<file path="src/rtl/shared_reg_pkg.sv">
// shared_reg_pkg: FSM state encoding and defaults shared by the arbiter and its storage
package shared_reg_pkg;
  typedef enum logic [1:0] {IDLE, GRANT, ACCESS, HOLD} state_t;
  localparam int HOLD_MAX_DEF = 3;
endpackage

</file>
<file path="src/rtl/shared_reg.sv">
// shared_reg: WIDTH-bit shared register with load enable and complement output
module shared_reg #(
  parameter int WIDTH = 8
) (
  input  logic             clock,
  input  logic             reset,
  input  logic             en,
  input  logic [WIDTH-1:0] d,
  output logic [WIDTH-1:0] q,
  output logic [WIDTH-1:0] qbar
);
  always_ff @(posedge clock or negedge reset)
    if (!reset) q <= '0;
    else if (en) q <= d;
  assign qbar = ~q;
endmodule

</file>
<file path="src/rtl/shared_reg_arbiter.sv">
// shared_reg_arbiter: round-robin arbiter granting NREQ requesters access to one shared register
module shared_reg_arbiter
  import shared_reg_pkg::*;
#(
  parameter int NREQ     = 4,
  parameter int WIDTH    = 8,
  parameter int HOLD_MAX = HOLD_MAX_DEF
) (
  input  logic                  clock,
  input  logic                  reset,
  input  logic [NREQ-1:0]       req,
  input  logic [NREQ-1:0]       wr,
  input  logic [NREQ*WIDTH-1:0] wdata,
  output logic [NREQ-1:0]       gnt,
  output logic                  ack,
  output logic [WIDTH-1:0]      q,
  output logic [WIDTH-1:0]      qbar,
  output logic                  busy
);
  localparam int IW = NREQ > 1 ? $clog2(NREQ) : 1;
  localparam int CW = HOLD_MAX > 1 ? $clog2(HOLD_MAX) : 1;
  state_t state, state_n;
  logic [NREQ-1:0] gnt_n;
  logic [IW-1:0] idx, idx_n, rr_ptr, rr_n, win, j, nxt;
  logic [CW-1:0] hold_cnt, cnt_n;
  logic found, last, load;
  always_comb begin
    win = rr_ptr;
    found = 1'b0;
    j = '0;
    for (int k = 0; k < NREQ; k++) begin
      j = IW'((int'(rr_ptr) + k) % NREQ);
      if (!found && req[j]) begin
        win = j;
        found = 1'b1;
      end
    end
  end
  assign nxt  = (idx == IW'(NREQ - 1)) ? '0 : idx + 1'b1;
  assign last = hold_cnt == CW'(HOLD_MAX - 1);
  assign ack  = state == ACCESS;
  assign busy = state != IDLE;
  always_comb begin
    state_n = state;
    gnt_n = gnt;
    idx_n = idx;
    rr_n = rr_ptr;
    cnt_n = hold_cnt;
    load = 1'b0;
    unique case (state)
      IDLE: if (found) begin
        gnt_n = NREQ'(1) << win;
        idx_n = win;
        state_n = GRANT;
      end
      GRANT: if (req[idx]) begin
        cnt_n = '0;
        state_n = ACCESS;
      end else begin
        gnt_n = '0;
        state_n = IDLE;
      end
      ACCESS: begin
        load = wr[idx];
        state_n = HOLD;
      end
      HOLD: if (!req[idx] || last) begin
        gnt_n = '0;
        rr_n = nxt;
        state_n = IDLE;
      end else if (wr[idx]) state_n = ACCESS;
      else cnt_n = hold_cnt + 1'b1;
    endcase
  end
  always_ff @(posedge clock or negedge reset)
    if (!reset) begin
      state <= IDLE;
      gnt <= '0;
      idx <= '0;
      rr_ptr <= '0;
      hold_cnt <= '0;
    end else begin
      state <= state_n;
      gnt <= gnt_n;
      idx <= idx_n;
      rr_ptr <= rr_n;
      hold_cnt <= cnt_n;
    end
  shared_reg #(.WIDTH(WIDTH)) u_reg (
    .clock(clock),
    .reset(reset),
    .en(load),
    .d(wdata[idx*WIDTH +: WIDTH]),
    .q(q),
    .qbar(qbar)
  );
endmodule

</file>
<file path="config.mk">
export PLATFORM = sky130hd
export DESIGN_NAME = shared_reg_arbiter
export DESIGN_NICKNAME = d
export VERILOG_FILES = /design/src/rtl/shared_reg_pkg.sv /design/src/rtl/shared_reg.sv /design/src/rtl/shared_reg_arbiter.sv
export SDC_FILE = /design/constraint.sdc
export NUM_CORES = 1
export LEC_CHECK = 0
export ABC_AREA = 0
export ABC_CLOCK_PERIOD_IN_PS = 2200
export CORE_MARGIN = 5
export CORE_UTILIZATION = 41
export CTS_BUF_LIST = sky130_fd_sc_hd__clkbuf_4 sky130_fd_sc_hd__clkbuf_8
export CTS_CLUSTER_DIAMETER = 60
export DETAILED_ROUTE_END_ITERATION = 8
export PLACE_DENSITY_LB_ADDON = 0.2
export SKIP_CTS_REPAIR_TIMING = 1
export SLEW_MARGIN = 20
export SYNTH_ARGS = -nofsm -noshare
export SYNTH_HDL_FRONTEND = slang
export SYNTH_SLANG_ARGS = --single-unit
</file>
<file path="constraint.sdc">
create_clock -name clock -period 2.2 [get_ports clock]
set_clock_uncertainty 0.1 [all_clocks]
set_input_delay 0.44 -clock clock [delete_from_list [all_inputs] [get_ports clock]]
set_output_delay 0.44 -clock clock [all_outputs]
set_load 0.01 [all_outputs]
</file>
==> flow_summary.ini, run 1 <==
[yosys]
synth_edf_count = 0
yosysMostFrequentCell = dfrtp_1
yosys.area.top_type_share_pct = 40.8
synth-simple-area-share_pct = 13.2
synthAdderAreaFrac_pct = 2.04
synthMuxAreaShare_pct = 27.6
synth_top_family_by_area = multiplexers
syn-num-nets = 149
async_flop_share_pct = 100
synth_compound_area_share_pct = 11.9
yosysWarnings = 0
syn_area_per_cell_um2 = 11.7
yosys-top-cells-area = dfrtp_1, mux4_2, mux2_2
synth_top_area_cell = dfrtp_1
ys_seq_area_share_pct = 40.8
synth_cells = 105
syn_area_um2 = 1230
ys_ff_latch = 20
synth_xor_area_share_pct = 0
synth_common_cells = dfrtp_1, inv_1, mux2_2, mux4_2, nand2_1
synth_ff_type = dfrtp_1
ys_types = 30

[floorplan]
die-area_um2 = 4180
die_h_um = 64.7
coreArea_um2 = 2810
floorplan.initialDensity_pct = 43.7
io_pins = 64
num_rows = 19
die_x_um = 64.7

[setup_path]
startpoint = state[1]$_DFFE_PN0P_
crit_path_start_kind = flop
critPathRequiredTime_ns = 1.66
path_class = reg2out
crit_path_end = busy
regToRegSetupSlack_ns = 0.31
crit_path_end_kind = output port
r2r-end = u_reg.q[0]$_DFFE_PN0P_
cp.arrival_ns = 1.52
r2r-start = idx[0]$_DFFE_PN0P_
r2r_cells = 3
path_max_fanout = 7

[routing]
first_iter_violations = 41
antenna_left = 0
avgViaCountPerCell = 5.40
drc = 0
wl_per_cell_um = 17.8
drt-total-wl_mm = 3.77
vias = 1145
dr.pass1.iters = 4

[final_layout]
nets = 226
syn_to_final_growth_pct = 65.3
fin_util_pct = 72.3
drive_above_1_share_pct = 24.9
antennaDiodeCount = 0

[sta]
fin_setup_tns_ns = 0
rsz0062_at_grt = false
min_period_ns = 2.06
max_freq_mhz = 486
drv_slew = 0
worstMarginPinSlew_ns = 0.563
fin_crit_sh_pct = 93.6
slew-limit-headroom_pct = 62.2
hold_viol = 0
setup_viol = 0

[global_routing]
antenna_found_initial = 0
grt_max_degree = 21
grt_usage_pct = 18.7
grt_first_pass_wirelength_mm = 6.00
grt_pass1_vias = 1240
overflow = 0

[clocking]
clk_pin_slew_ns = 0.13
htreeDepth = 1
clockRootBuffer = clkbuf_4
cts_tree = done
clock_path_buffers = 2
cts_made_buffers = 3
cts.sinks = 20
worstSkewPairLatency_ns = 0.31

[placement]
portBuffers = 63
place_congestion = 0.784
post-dp-hpwl_mm = 3.05

[run_status]
status = finished clean

[job]
max_cap_violations = 0

[pwr]
p_per_area_nw_per_um2 = 1300
peakVddDrop_uv = 767
p_leak_nw = 0.862

[min_path]
min_path_type = in2async
==> report_power, final <==
group          internal [mW]  switching [mW]  leakage, nW
Sequential             0.555           0.203        0.243
Clock                  0.184           0.126       0.0279
Combinational          0.921           0.643        0.591
==> final cells by class <==
| type | instances | area, µm² |
|---|---|---|
| flip-flops and latches | 20 | 502 |
| repair buffers | 74 | 716 |
| clock inverters | 1 | 30.0 |
| well taps | 31 | 38.8 |
| inverters | 12 | 45.0 |
| clock buffers | 3 | 22.5 |
| fillers | 206 | 778 |
| multi-input cells | 71 | 673 |
==> registers in the layout, indices dropped and copies added (netlist names) <==
name,flops
gnt,4
hold_cnt,2
idx,2
rr_ptr,2
state,2
u_reg.q,8
==> logic make-up after synthesis <==
family,Yosys count
mux,20
compound gates,17
simple gates,32
fa+ha+maj,2
flops,20
buf+inv,14
==> cells in the final DEF, fill, tap and decap left out <==
| cell | n |
|---|---|
| clkdlybuf4s50_1 | 62 |
| dfrtp_1 | 19 |
| inv_1 | 12 |
| buf_4 | 11 |
| mux4_2 | 10 |
| mux2_2 | 10 |
| nand2_1 | 9 |
| nor2_1 | 5 |
| nand3_1 | 4 |
| nor2b_1 | 3 |
| o21ai_0 | 3 |
| clkbuf_4 | 3 |
| nor2_2 | 2 |
| o311ai_2 | 2 |
| a21oi_1 | 2 |
| nand2b_1 | 2 |
| a22o_1 | 2 |
| o2bb2ai_1 | 2 |
| ha_1 | 2 |
| a21oi_2 | 1 |
| or2_2 | 1 |
| nand2_2 | 1 |
| nor4_1 | 1 |
| a31o_2 | 1 |
| a21boi_2 | 1 |
| a2bb2oi_1 | 1 |
| o221ai_1 | 1 |
| or3_1 | 1 |
| nand3b_1 | 1 |
| nand4b_1 | 1 |
| and3_1 | 1 |
| a21o_1 | 1 |
| bufinv_16 | 1 |
| dlymetal6s2s_1 | 1 |
| dfrtp_2 | 1 |
==> routing by layer <==
metal | routed length (µm) | track usage, %
met1 | 1510 | 22.1
met2 | 1950 | 33.2
met3 | 175 | 3.11
met4 | 131 | 8.18
met5 | 0 | 0
==> worst min path at each step <==
stage                                  start                      end  slack, ns
final                                  reset  hold_cnt[1]$_DFFE_PN0P_       0.35
after global routing                   reset  hold_cnt[1]$_DFFE_PN0P_       0.36
after CTS                              reset  hold_cnt[0]$_DFFE_PN0P_       0.36
after detailed placement  gnt[1]$_DFFE_PN0P_       gnt[1]$_DFFE_PN0P_       0.38
after global placement    gnt[1]$_DFFE_PN0P_       gnt[1]$_DFFE_PN0P_       0.38
after floorplan                        reset       gnt[0]$_DFFE_PN0P_       0.04
==> worst max-delay path: stages (launching register included) <==
cell             delay [ns]
dfrtp_2                0.48
nor2_2                 0.17
inv_1                  0.07
clkdlybuf4s50_1        0.49
==> stage by stage <==
step / worst slack, ns / power, mW / cells / hold WS (ns) / cell area, µm²
6_report: 0.141 / 2.63 / 212 / 0.347 / 2030
5_1_grt: 0.0528 / 2.83 / 212 / 0.358 / 2030
4_1_cts: -0.0303 / 2.65 / 212 / 0.361 / 2020
3_5_place_dp: -0.0189 / 2.34 / 208 / 0.378 / 1970
3_3_place_gp: 0.0250 / 2.27 / 208 / 0.382 / 1970
2_1_floorplan: 0.491 / 1.59 / 105 / 0.0444 / 1230
No activity file was read; power rests on OpenSTA's default activity.
==> run 2, diff against run 1 <==
ABC_CLOCK_PERIOD_IN_PS = 2350   (was 2200)
CORE_UTILIZATION = 39   (was 41)
CTS_BUF_LIST = sky130_fd_sc_hd__clkbuf_16   (was sky130_fd_sc_hd__clkbuf_4 sky130_fd_sc_hd__clkbuf_8)
clock period = 2.35 ns   (was 2.2 ns; I/O delays follow)
==> flow_summary.ini, run 2 (synthesized netlist as in run 1, its figures left out) <==
[final_layout]
regMostFlops = u_reg.q
antennaDiodeCount = 0
reg.largest.list = u_reg.q: 8 flops, gnt: 4 flops
drive_above_1_share_pct = 21.6
final_common_cell = clkdlybuf4s50_1
fin_area_um2 = 2030
syn_to_final_growth_pct = 65.5
largest_register_ff_count = 8
instances_no_fill = 220
fin_util_pct = 67.0
layout_common_cells = clkdlybuf4s50_1, dfrtp_1, inv_1
nets = 222

[setup_path]
cpLargestDelayFamily = buffers and inverters
r2r-start = idx[0]$_DFFE_PN0P_
regToRegSetupSlack_ns = 0.45
critPathRequiredTime_ns = 1.78
slowest_delay_ns = 0.58
cp.arrival_ns = 1.63
startpoint = state[1]$_DFFE_PN0P_
crit_path_end_kind = output port
path_max_fanout = 7
cp_cell_sequence = inv_1 -> nor2_1 -> clkdlybuf4s50_1
r2r-end = u_reg.q[2]$_DFFE_PN0P_
crit_path_end = ack
r2r_cells = 3
path_class = reg2out
cp_num_cells = 3
path_buf_inv = 2
slowest_stage = clkdlybuf4s50_1
crit_path_start_kind = flop

[sta]
fin_crit_sh_pct = 93.8
hold_viol = 0
slew-limit-headroom_pct = 69.8
max_freq_mhz = 454
min_period_ns = 2.20
drv_slew = 0
whs_ns = 0.394
fin_setup_tns_ns = 0
setup_slack_ns = 0.146
rsz0062_at_grt = false
worstMarginPinSlew_ns = 0.453
setup_viol = 0

[routing]
dr.pass1.iters = 4
drt-total-wl_mm = 3.46
first_iter_violations = 58
wl_per_cell_um = 15.7
antenna_left = 0
avgViaCountPerCell = 5.10
drc = 0
vias = 1122

[global_routing]
antenna_found_initial = 0
grt_pass1_vias = 1164
grt_max_degree = 21
overflow = 0
grt_first_pass_wirelength_mm = 5.59
grt_usage_pct = 17.0

[pwr]
p_leak_nw = 0.839
peakVddDrop_uv = 893
p_per_area_nw_per_um2 = 1210
finalPower_mw = 2.46

[clocking]
cts_made_buffers = 3
clk_pin_slew_ns = 0.05
cts.sinks = 20
cts_tree = done
clockRootBuffer = clkbuf_16
worstSkewPairLatency_ns = 0.25
htreeDepth = 1
clock_path_buffers = 2

[placement]
dp_slack_ns = 0.0595
place_congestion = 0.763
post-dp-hpwl_mm = 2.91
place_area_um2 = 1950
portBuffers = 63
place_inst = 217

[floorplan]
num_rows = 20
coreArea_um2 = 3030
die_h_um = 66.1
die_x_um = 66.1
floorplan.initialDensity_pct = 40.5
die-area_um2 = 4370
io_pins = 64

[run_status]
status = finished clean

[job]
max_cap_violations = 0

[min_path]
min_path_type = reg2reg
run 2: cell count changes in the layout (fill, tap and decap cells not counted), sizes merged:
cell and delta:
buf -4, bufinv -1, clkdlybuf4s50 +1, dlymetal6s2s -1
run 2: report_power, final:
part           internal, mW  leakage, nW  switching, mW
sequential            0.521        0.244          0.172
combinational         0.840        0.558          0.592
clock                 0.224       0.0370          0.114
total                  1.58        0.839          0.878
run 2: layout make-up:
cell class	instances	area, µm²
clock buffer	3	75.1
fill	255	998
inverter	12	45.0
multi-input combinational	71	671
sequential	20	500
tap	44	55.1
timing repair buffer	70	683
run 2: worst min-delay path by stage:
stage,from,endpoint,cells past startpoint
floorplan,reset,gnt[0]$_DFFE_PN0P_,0
finish,gnt[1]$_DFFE_PN0P_,gnt[1]$_DFFE_PN0P_,1
global route,gnt[0]$_DFFE_PN0P_,gnt[0]$_DFFE_PN0P_,1
detailed placement,gnt[3]$_DFFE_PN0P_,gnt[3]$_DFFE_PN0P_,1
CTS,gnt[3]$_DFFE_PN0P_,gnt[3]$_DFFE_PN0P_,1
global placement,gnt[1]$_DFFE_PN0P_,gnt[1]$_DFFE_PN0P_,1
run 2: metal layers:
metal | GRT usage [%] | routed length, µm | up-vias | part of all wire, %
met3 | 5.27 | 182 | 2 | 5.3
met2 | 31.2 | 1920 | 30 | 56
li1 | - | - | 531 | -
met4 | 2.79 | 18 | 0 | 0.52
met5 | 0 | 0 | - | 0
met1 | 19.5 | 1330 | 559 | 39
==> run 3, diff against run 2 <==
ABC_CLOCK_PERIOD_IN_PS = 2700   (was 2350)
CORE_UTILIZATION = 42   (was 39)
SLEW_MARGIN = not set   (was 20)
clock period = 2.7 ns   (was 2.35 ns; I/O delays follow)
==> flow_summary.ini, run 3 (synthesized netlist as in run 1, its figures left out) <==
[setup_path]
r2r_cells = 4
critPathRequiredTime_ns = 2.06
crit_path_end = ack
startpoint = state[1]$_DFFE_PN0P_
cpLargestDelayFamily = buffers and inverters
path_class = reg2out
r2r-start = idx[0]$_DFFE_PN0P_
crit_path_start_kind = flop
cp_cell_sequence = inv_1 -> nor2_1 -> clkdlybuf4s50_1
cp_num_cells = 3
cp.arrival_ns = 1.64
regToRegSetupSlack_ns = 0.85
r2r-end = gnt[2]$_DFFE_PN0P_
path_max_fanout = 7
slowest_stage = clkdlybuf4s50_1
crit_path_end_kind = output port
path_buf_inv = 2
slowest_delay_ns = 0.57

[global_routing]
grt_first_pass_wirelength_mm = 5.72
antenna_found_initial = 0
grt_usage_pct = 17.9
overflow = 0
grt_max_degree = 21
grt_pass1_vias = 1257

[floorplan]
num_rows = 19
die_x_um = 64.0
io_pins = 64
coreArea_um2 = 2780
die_h_um = 64.0
floorplan.initialDensity_pct = 44.1
die-area_um2 = 4100

[pwr]
peakVddDrop_uv = 882
p_per_area_nw_per_um2 = 1120
p_int_mw = 1.47
p_comb_share_pct = 55.0
power_switching_mw = 0.790
p_seq_share_pct = 26.9
clkPwrFrac_pct = 18.1
p_leak_nw = 0.833
p_sw_share_pct = 35.0

[final_layout]
final_common_cell = clkdlybuf4s50_1
largest_register_ff_count = 8
regMostFlops = u_reg.q
drive_above_1_share_pct = 20.2
antennaDiodeCount = 0
reg.largest.list = u_reg.q: 8 flops, gnt: 4 flops
fin_util_pct = 72.4
fill_cells = 205
syn_to_final_growth_pct = 64.2
nets = 218
layout_common_cells = clkdlybuf4s50_1, dfrtp_1, inv_1

[sta]
slew-limit-headroom_pct = 62.2
hold_viol = 0
setup_viol = 0
min_period_ns = 2.28
fin_setup_tns_ns = 0
fin_crit_sh_pct = 84.4
worstMarginPinSlew_ns = 0.562
rsz0062_at_grt = false
drv_slew = 0
max_freq_mhz = 439

[clocking]
cts_tree = done
clock_path_buffers = 2
worstSkewPairLatency_ns = 0.25
clockRootBuffer = clkbuf_16
htreeDepth = 1
clk_pin_slew_ns = 0.06
cts.sinks = 20
cts_made_buffers = 3

[routing]
drt-total-wl_mm = 3.55
first_iter_violations = 35
vias = 1121
drc = 0
dr.pass1.iters = 4
antenna_left = 0
avgViaCountPerCell = 5.50
wl_per_cell_um = 17.4

[job]
max_cap_violations = 0

[min_path]
worstHoldStart = gnt[1]$_DFFE_PN0P_
min_path_type = reg2reg

[placement]
place_congestion = 0.757
post-dp-hpwl_mm = 2.87
portBuffers = 63

[run_status]
status = finished clean
==> run 3: power by group through the flow <==
stage / sequential, mW / combinational [mW] / clock (mW)
finish: 0.608 / 1.24 / 0.408
detailed placement: 0.609 / 1.25 / 0
floorplan: 0.609 / 0.685 / 0
CTS: 0.607 / 1.26 / 0.415
global route: 0.634 / 1.35 / 0.425
global placement: 0.597 / 1.22 / 0
==> run 3: how the worst min path moves through the flow <==
stage                               to  slack, ns  cells past startpoint
global placement    gnt[1]$_DFFE_PN0P_       0.38                      1
floorplan           gnt[0]$_DFFE_PN0P_       0.14                      0
detailed placement  gnt[3]$_DFFE_PN0P_       0.38                      1
finish              gnt[1]$_DFFE_PN0P_       0.41                      1
global route        gnt[1]$_DFFE_PN0P_       0.42                      1
CTS                 gnt[3]$_DFFE_PN0P_       0.41                      1
==> run 3: area by class of cell <==
class	instances	area [µm²]	share of cell area [%]
clock buffer	3	75.1	3.73
clock inverter	1	30.0	1.49
inverter	12	45.0	2.24
multi-input combinational	71	671	33.3
sequential	20	500	24.9
tap	31	38.8	1.93
timing repair buffer	66	653	32.4
==> run 3: through the flow <==
| stage | setup WS, ns | hold WS, ns | power (mW) | instances | cell area, µm² |
|---|---|---|---|---|---|
| after global placement | 0.345 | 0.384 | 1.82 | 200 | 1910 |
| after detailed placement | 0.289 | 0.382 | 1.86 | 200 | 1910 |
| after CTS | 0.435 | 0.407 | 2.28 | 204 | 2010 |
| final | 0.422 | 0.412 | 2.26 | 204 | 2010 |
| after global routing | 0.347 | 0.422 | 2.41 | 204 | 2010 |
| after floorplan | 0.906 | 0.144 | 1.29 | 105 | 1230 |
==> run 3: per-layer routing <==
layer	track usage [%]	share of wire, %	vias up
li1	-	-	524
met1	19.3	37	553
met2	31.7	54	38
met3	6.83	7.0	6
met4	6.49	1.7	0
met5	0	0	-
==> run 3: worst reg2reg max path: cells and delay by family (launching register included) <==
| kind | cells | cell delay, ns |
|---|---|---|
| DFF | 1 | 0.47 |
| AOI/OAI and AO/OA | 2 | 0.44 |
| and+or+nand+nor | 1 | 0.11 |
| muxes | 1 | 0.61 |
